File: src/rtl/rv32i_pkg.sv
// Shared RV32I encodings for the multi-cycle control path: FSM states, opcodes,
// ALU operation codes and register write-back source selects.
package rv32i_pkg;

  typedef enum logic [2:0] {
    IDLE    = 3'd0,
    FETCH   = 3'd1,
    DECODE  = 3'd2,
    EXECUTE = 3'd3,
    MEM     = 3'd4,
    WB      = 3'd5
  } state_t;

  localparam logic [6:0] OP_R_TYPE       = 7'b0110011;
  localparam logic [6:0] OP_S_TYPE       = 7'b0100011;
  localparam logic [6:0] OP_IL_TYPE      = 7'b0000011;
  localparam logic [6:0] OP_I_TYPE       = 7'b0010011;
  localparam logic [6:0] OP_B_TYPE       = 7'b1100011;
  localparam logic [6:0] OP_U_TYPE_LUI   = 7'b0110111;
  localparam logic [6:0] OP_U_TYPE_AUIPC = 7'b0010111;
  localparam logic [6:0] OP_JAL_TYPE     = 7'b1101111;
  localparam logic [6:0] OP_JALR_TYPE    = 7'b1100111;

  localparam logic [3:0] ADD = 4'b0000;

  localparam logic [2:0] WB_SEL_ALU   = 3'b000;
  localparam logic [2:0] WB_SEL_DMEM  = 3'b001;
  localparam logic [2:0] WB_SEL_LUI   = 3'b010;
  localparam logic [2:0] WB_SEL_AUIPC = 3'b011;
  localparam logic [2:0] WB_SEL_PC4   = 3'b100;

endpackage

File: src/rtl/multicycle_control_unit_if.sv
// Control-unit <-> datapath signal bundle. The master side is the controller;
// the slave side is the datapath that consumes the enables and selects.
interface multicycle_control_unit_if;
  logic [31:0] instr_code;
  logic        d_ready;
  logic        ir_en;
  logic        pc_en;
  logic [3:0]  alu_controls;
  logic        aluSrcMuxSel;
  logic        reg_wr_en;
  logic [2:0]  RegWdataSel;
  logic        d_wr_en;
  logic        d_rd_en;
  logic        branch;
  logic        JAL;
  logic        JAIR;
  logic        illegal_instr;
  logic        bus_err;
  logic [2:0]  state_o;

  modport master (
    input  instr_code, d_ready,
    output ir_en, pc_en, alu_controls, aluSrcMuxSel, reg_wr_en, RegWdataSel,
           d_wr_en, d_rd_en, branch, JAL, JAIR, illegal_instr, bus_err, state_o
  );

  modport slave (
    output instr_code, d_ready,
    input  ir_en, pc_en, alu_controls, aluSrcMuxSel, reg_wr_en, RegWdataSel,
           d_wr_en, d_rd_en, branch, JAL, JAIR, illegal_instr, bus_err, state_o
  );
endinterface

File: src/rtl/alu_decoder.sv
// Combinational opcode/funct3/funct7[5] to ALU operation map; zero latency.
module alu_decoder
  import rv32i_pkg::*;
(
  input  logic [6:0] opcode_i,
  input  logic [2:0] funct3_i,
  input  logic       funct7_b5_i,
  output logic [3:0] alu_controls_o
);

  always_comb begin
    alu_controls_o = ADD;
    case (opcode_i)
      OP_R_TYPE: alu_controls_o = {funct7_b5_i, funct3_i};
      // Only the shift-right immediate uses funct7[5]; other I-type bits there are immediate.
      OP_I_TYPE: alu_controls_o = {(funct3_i == 3'b101) && funct7_b5_i, funct3_i};
      OP_B_TYPE: alu_controls_o = {1'b0, funct3_i};
      default:   alu_controls_o = ADD;
    endcase
  end

endmodule

File: src/rtl/multicycle_control_unit.sv
// Multi-cycle RV32I sequencer: one phase per cycle, Mealy outputs from state, opcode
// and d_ready; MEM stalls on d_ready and aborts with bus_err after MEM_TIMEOUT cycles.
module multicycle_control_unit
  import rv32i_pkg::*;
#(
  parameter int MEM_TIMEOUT = 16
) (
  input logic                       clk,
  input logic                       reset,
  multicycle_control_unit_if.master bus
);

  localparam int CNT_W = (MEM_TIMEOUT > 0) ? $clog2(MEM_TIMEOUT + 1) : 1;
  localparam logic [CNT_W-1:0] CNT_LAST = (MEM_TIMEOUT > 0) ? CNT_W'(MEM_TIMEOUT - 1) : '0;

  state_t           state_q, state_d;
  logic [CNT_W-1:0] wait_cnt_q, wait_cnt_d;
  logic [6:0]       opcode;
  logic [3:0]       alu_dec;
  logic             unused_instr_bits;

  assign opcode            = bus.instr_code[6:0];
  assign unused_instr_bits = ^{bus.instr_code[31], bus.instr_code[29:15], bus.instr_code[11:7]};
  assign bus.state_o       = state_q;

  alu_decoder u_alu_decoder (
    .opcode_i       (opcode),
    .funct3_i       (bus.instr_code[14:12]),
    .funct7_b5_i    (bus.instr_code[30]),
    .alu_controls_o (alu_dec)
  );

  always_ff @(posedge clk or negedge reset) begin
    if (!reset) begin
      state_q    <= IDLE;
      wait_cnt_q <= '0;
    end else begin
      state_q    <= state_d;
      wait_cnt_q <= wait_cnt_d;
    end
  end

  always_comb begin
    state_d           = state_q;
    wait_cnt_d        = '0;
    bus.ir_en         = 1'b0;
    bus.pc_en         = 1'b0;
    bus.alu_controls  = ADD;
    bus.aluSrcMuxSel  = 1'b0;
    bus.reg_wr_en     = 1'b0;
    bus.RegWdataSel   = WB_SEL_ALU;
    bus.d_wr_en       = 1'b0;
    bus.d_rd_en       = 1'b0;
    bus.branch        = 1'b0;
    bus.JAL           = 1'b0;
    bus.JAIR          = 1'b0;
    bus.illegal_instr = 1'b0;
    bus.bus_err       = 1'b0;

    case (state_q)
      IDLE:   state_d = FETCH;
      FETCH: begin
        bus.ir_en = 1'b1;
        state_d   = DECODE;
      end
      DECODE: state_d = EXECUTE;
      EXECUTE: begin
        bus.alu_controls = alu_dec;
        bus.pc_en        = 1'b1;
        state_d          = FETCH;
        case (opcode)
          OP_R_TYPE: bus.reg_wr_en = 1'b1;
          OP_I_TYPE: begin
            bus.aluSrcMuxSel = 1'b1;
            bus.reg_wr_en    = 1'b1;
          end
          OP_U_TYPE_LUI: begin
            bus.reg_wr_en   = 1'b1;
            bus.RegWdataSel = WB_SEL_LUI;
          end
          OP_U_TYPE_AUIPC: begin
            bus.reg_wr_en   = 1'b1;
            bus.RegWdataSel = WB_SEL_AUIPC;
          end
          OP_JAL_TYPE: begin
            bus.reg_wr_en   = 1'b1;
            bus.RegWdataSel = WB_SEL_PC4;
            bus.JAL         = 1'b1;
          end
          OP_JALR_TYPE: begin
            bus.reg_wr_en   = 1'b1;
            bus.RegWdataSel = WB_SEL_PC4;
            bus.JAL         = 1'b1;
            bus.JAIR        = 1'b1;
          end
          OP_B_TYPE: bus.branch = 1'b1;
          OP_S_TYPE, OP_IL_TYPE: begin
            // PC must not advance until the memory access has completed.
            bus.aluSrcMuxSel = 1'b1;
            bus.pc_en        = 1'b0;
            state_d          = MEM;
          end
          default: bus.illegal_instr = 1'b1;
        endcase
      end
      MEM: begin
        bus.aluSrcMuxSel = 1'b1;
        bus.alu_controls = ADD;
        bus.d_wr_en      = (opcode == OP_S_TYPE);
        bus.d_rd_en      = (opcode != OP_S_TYPE);
        if (bus.d_ready) begin
          if (opcode == OP_S_TYPE) begin
            bus.pc_en = 1'b1;
            state_d   = FETCH;
          end else begin
            state_d = WB;
          end
        end else if ((MEM_TIMEOUT > 0) && (wait_cnt_q == CNT_LAST)) begin
          bus.bus_err = 1'b1;
          bus.pc_en   = 1'b1;
          state_d     = FETCH;
        end else begin
          wait_cnt_d = wait_cnt_q + CNT_W'(1);
        end
      end
      WB: begin
        bus.alu_controls = alu_dec;
        bus.reg_wr_en    = 1'b1;
        bus.RegWdataSel  = WB_SEL_DMEM;
        bus.pc_en        = 1'b1;
        state_d          = FETCH;
      end
      default: state_d = IDLE;
    endcase
  end

endmodule

File: src/flat_wrapper.sv
// flat-port wrapper written by rule: the top's interface ports become plain ports
module multicycle_control_unit_flat import rv32i_pkg::*;
#(
  parameter int MEM_TIMEOUT = 16
)
  (clk, reset, bus_instr_code, bus_d_ready, bus_ir_en, bus_pc_en, bus_alu_controls, bus_aluSrcMuxSel, bus_reg_wr_en, bus_RegWdataSel, bus_d_wr_en, bus_d_rd_en, bus_branch, bus_JAL, bus_JAIR, bus_illegal_instr, bus_bus_err, bus_state_o);
  multicycle_control_unit_if bus_i ();
  input logic clk;
  input logic reset;
  input wire logic [$bits(bus_i.instr_code)-1:0] bus_instr_code;
  input wire logic [$bits(bus_i.d_ready)-1:0] bus_d_ready;
  output wire logic [$bits(bus_i.ir_en)-1:0] bus_ir_en;
  output wire logic [$bits(bus_i.pc_en)-1:0] bus_pc_en;
  output wire logic [$bits(bus_i.alu_controls)-1:0] bus_alu_controls;
  output wire logic [$bits(bus_i.aluSrcMuxSel)-1:0] bus_aluSrcMuxSel;
  output wire logic [$bits(bus_i.reg_wr_en)-1:0] bus_reg_wr_en;
  output wire logic [$bits(bus_i.RegWdataSel)-1:0] bus_RegWdataSel;
  output wire logic [$bits(bus_i.d_wr_en)-1:0] bus_d_wr_en;
  output wire logic [$bits(bus_i.d_rd_en)-1:0] bus_d_rd_en;
  output wire logic [$bits(bus_i.branch)-1:0] bus_branch;
  output wire logic [$bits(bus_i.JAL)-1:0] bus_JAL;
  output wire logic [$bits(bus_i.JAIR)-1:0] bus_JAIR;
  output wire logic [$bits(bus_i.illegal_instr)-1:0] bus_illegal_instr;
  output wire logic [$bits(bus_i.bus_err)-1:0] bus_bus_err;
  output wire logic [$bits(bus_i.state_o)-1:0] bus_state_o;
  assign bus_i.instr_code = bus_instr_code;
  assign bus_i.d_ready = bus_d_ready;
  assign bus_ir_en = bus_i.ir_en;
  assign bus_pc_en = bus_i.pc_en;
  assign bus_alu_controls = bus_i.alu_controls;
  assign bus_aluSrcMuxSel = bus_i.aluSrcMuxSel;
  assign bus_reg_wr_en = bus_i.reg_wr_en;
  assign bus_RegWdataSel = bus_i.RegWdataSel;
  assign bus_d_wr_en = bus_i.d_wr_en;
  assign bus_d_rd_en = bus_i.d_rd_en;
  assign bus_branch = bus_i.branch;
  assign bus_JAL = bus_i.JAL;
  assign bus_JAIR = bus_i.JAIR;
  assign bus_illegal_instr = bus_i.illegal_instr;
  assign bus_bus_err = bus_i.bus_err;
  assign bus_state_o = bus_i.state_o;
  multicycle_control_unit #(.MEM_TIMEOUT(MEM_TIMEOUT)) u_core (.clk(clk), .reset(reset), .bus(bus_i));
endmodule
File: config.mk
export PLATFORM = sky130hd
export DESIGN_NAME = multicycle_control_unit_flat
export DESIGN_NICKNAME = d
export VERILOG_FILES = /design/src/rtl/rv32i_pkg.sv /design/src/rtl/multicycle_control_unit_if.sv /design/src/rtl/alu_decoder.sv /design/src/rtl/multicycle_control_unit.sv /design/src/flat_wrapper.sv
export SDC_FILE = /design/constraint.sdc
export NUM_CORES = 1
export LEC_CHECK = 0
export CORE_MARGIN = 8
export CORE_UTILIZATION = 35
export CTS_BUF_LIST = sky130_fd_sc_hd__clkbuf_8
export DETAILED_ROUTE_END_ITERATION = 12
export PLACE_DENSITY_LB_ADDON = 0.15
export SLEW_MARGIN = 30
export SYNTH_ARGS = -nofsm -noshare
export SYNTH_HDL_FRONTEND = slang
export SYNTH_SLANG_ARGS = --single-unit
File: constraint.sdc
create_clock -name clk -period 3.6 [get_ports clk]
set_input_delay 0.72 -clock clk [delete_from_list [all_inputs] [get_ports clk]]
set_output_delay 0.72 -clock clk [all_outputs]
set_load 0.02 [all_outputs]
==> impl_metrics.json, run 1 <==
{
  "worst_path_largest_cell_delay_ps": 660,
  "tightestPinTransition_ps": 430,
  "fp.dieArea_um2": 3880,
  "mostFrequentLayoutCells": "sky130_fd_sc_hd__clkdlybuf4s50_1, sky130_fd_sc_hd__nor2_1, sky130_fd_sc_hd__dfrtp_1",
  "tritoncts": "built",
  "critical_path.startpoint": "bus_instr_code[4]",
  "cts_hold_buffers": 0,
  "worstRegToRegCells": 3,
  "die_height_um": 62.3,
  "worstSetupPathType": "in -> out",
  "totalWireLength_mm": 2.19,
  "finalHoldViolations": 0,
  "drc": 0,
  "htreeDepth": 1,
  "grt_max_degree": 11,
  "cpMaxStageDelayCell": "sky130_fd_sc_hd__clkdlybuf4s50_1",
  "gr-max-usage-layer": "met2",
  "ant_nets": 0,
  "worst_slew_margin": 0.711,
  "initial_standard_cell_utilization_of_the_core": 0.375,
  "fin_tns_setup_ps": 0,
  "timing.final.crit_share": 0.966,
  "portBuffers": 34,
  "boundaryPins": 56,
  "overall_global_routing_usage": 0.113,
  "power_density_nw_per_um2": 431,
  "cp-end-kind": "primary output",
  "crit_arrival_ps": 2760,
  "n_antenna_cell": 0,
  "critical-path-top-delay-family": "buffers and inverters",
  "globalRouteMet2Util": 0.184,
  "n_fill_cell": 193,
  "route.detailed.wl_per_inst_um": 15.3,
  "setup_viol": 0,
  "rsz_0062_raised_after_global_routing": "no",
  "cts_post_setup_buffers_inserted": 0,
  "hpwlAfterDp_mm": 1.75,
  "clk-insertion-delay-late_ps": 230,
  "grt.met1_usage": 0.140,
  "clock_tree.buffer_depth": 2,
  "gp_congestion": 0.779,
  "cellLeakagePower_nw": 0.437,
  "maxClockFrequency_mhz": 288,
  "dr_total_vias": 783,
  "rrSetupSlack_ps": 2180,
  "cp_common_cell": "sky130_fd_sc_hd__clkdlybuf4s50_1",
  "crit-reg2reg-capture": "u_core.bus.state_o[0]$_DFFE_PN0P_",
  "finalClockSkew_ps": 2.04,
  "fin_hold_ws_ps": 465,
  "peakVddDrop_mv": 0.305,
  "ys_seq_area_frac": 0.267,
  "startpoint_type": "primary input",
  "clkSinkCount": 8,
  "postSynthCellCount": 82,
  "syn_area_um2": 751,
  "synthDistinctLibCells": 38,
  "die_w_um": 62.3,
  "clkTransAtPathRegs_ps": 40,
  "cts_repair_resize_count": 0,
  "mostFrequentLayoutCell": "sky130_fd_sc_hd__clkdlybuf4s50_1",
  "drtIter0Drc": 13,
  "final_number_of_max_transition_violations": 0,
  "worstPathCellList": "clkdlybuf4s50_1 -> nand2b_1 -> o311a_1 -> o41ai_2 -> clkdlybuf4s50_1",
  "use_met3": 0.0341,
  "gr-total-overflow": 0,
  "final_period_minus_worst_setup_slack_ps": 3480,
  "postSynthRegisterBits": 8,
  "critPathBufInv": 2,
  "grt_first_pass_wirelength_mm": 3.73,
  "hp-class": "reg -> reg",
  "drt_pre_antenna_iters": 5,
  "floorplan.core_area_um2": 2000,
  "syn_area_per_cell_um2": 9.16,
  "post_drt_via_cell_ratio": 5.48,
  "crit_required_ps": 2880,
  "worst_hold_startpoint": "u_core.wait_cnt_q[0]$_DFF_PN0_",
  "clock_tree.root_cell": "sky130_fd_sc_hd__clkbuf_8",
  "finish.net_count": 154,
  "syn_to_final_growth_pct": 52.8,
  "fp-row-count": 16,
  "post_route_cells_drive_above_1_share": 0.103,
  "vias_in_the_first_global_route": 811,
  "antenna_found_initial": 0,
  "critPathMaxFanout": 9,
  "tritoncts_buffer_count": 3,
  "timing.max_cap.violations": 0,
  "finalPower_mw": 0.495,
  "setup.worst_path.end": "bus_pc_en",
  "outcome": "finished, final reports clean",
  "worst_r2r_startpoint": "u_core.bus.state_o[0]$_DFFE_PN0P_",
  "mappedNetlistNets": 118,
  "critical_path_depth": 5,
  "yosys_warnings": 0
}
## routing by layer
layer  vias up  routed length [um]  share of wire
met5         -                   0              0
met1       370                 974           0.44
met2        37                1060           0.48
met3         2                 136          0.062
met4         0                  19         0.0087
li1        374                   -              -
## synthesized netlist by cell type (all sizes together)
cell / number / area share
xor2: 1 / 0.012
nand2b: 3 / 0.025
xnor2: 3 / 0.035
a2111oi: 1 / 0.037
nand4b: 1 / 0.012
o31ai: 3 / 0.030
nand4bb: 1 / 0.037
nor2: 9 / 0.045
buf: 5 / 0.045
ha: 1 / 0.017
nor2b: 2 / 0.017
inv: 5 / 0.025
dfrtp: 8 / 0.27
o41ai: 1 / 0.022
o211ai: 1 / 0.010
a22o: 1 / 0.012
or3b: 1 / 0.012
o21ai: 1 / 0.0067
a21oi: 1 / 0.0067
a211oi: 1 / 0.010
a2111o: 1 / 0.015
nand4: 1 / 0.0083
and4bb: 1 / 0.017
nand2: 4 / 0.020
nor3: 7 / 0.047
o311a: 2 / 0.027
and3: 3 / 0.025
and2: 3 / 0.025
and3b: 1 / 0.012
a31oi: 1 / 0.0083
nor4: 1 / 0.0083
o31a: 1 / 0.012
nand3b: 2 / 0.053
nor4b: 1 / 0.020
nand3: 2 / 0.013
or4: 1 / 0.010
## cell families after synthesis
group           count (synthesis)  synth area share
compound gates                 15             0.195
xor+xnor                        4            0.0467
simple gates                   44             0.405
flops                           8             0.267
fa+ha+maj                       1            0.0167
buf+inv                        10            0.0700
## area by class of cell
type | instances | area [um^2] | area share
well taps | 27 | 33.8 | 0.0294
multi-input cells | 64 | 498 | 0.434
clock buffers | 3 | 41.3 | 0.0360
flip-flops and latches | 8 | 200 | 0.174
repair buffers | 36 | 355 | 0.310
inverters | 5 | 18.8 | 0.0164
## where the power goes
part / switching (mW) / internal, mW
Combinational: 0.124 / 0.121
Sequential: 0.0414 / 0.102
Clock: 0.0343 / 0.0723
Total: 0.200 / 0.295
## worst min-delay path by stage
stage                                        end  slack (ps)  cells after the start
6_report          u_core.wait_cnt_q[0]$_DFF_PN0_         460                      1
5_1_grt           u_core.wait_cnt_q[0]$_DFF_PN0_         490                      1
4_1_cts           u_core.wait_cnt_q[0]$_DFF_PN0_         460                      1
3_5_place_dp      u_core.wait_cnt_q[0]$_DFF_PN0_         460                      1
3_3_place_gp      u_core.wait_cnt_q[0]$_DFF_PN0_         450                      1
2_1_floorplan  u_core.bus.state_o[0]$_DFFE_PN0P_         420                      0
## stage by stage
stage	area (um^2)	worst slack [ps]	utilization	instances
floorplan	751	1050	-	82
global placement	1110	135	0.553	140
detailed placement	1110	144	0.553	140
CTS	1150	139	0.573	143
global route	1150	60.0	0.573	143
finish	1150	124	0.573	143
## state kept, by name, summed over array words and instances (netlist names)
| register | cells |
|---|---|
| u_core.bus.state_o | 3 |
| u_core.wait_cnt_q | 5 |
Note: power is estimated with default switching activity, not from simulation.
==> run 2: changes to the inputs <==
- CAP_MARGIN: unset -> 20
- SKIP_LAST_GASP: unset -> 1
==> results of run 2 <==
The final DEF is identical to that of run 1; final timing and power are the same.
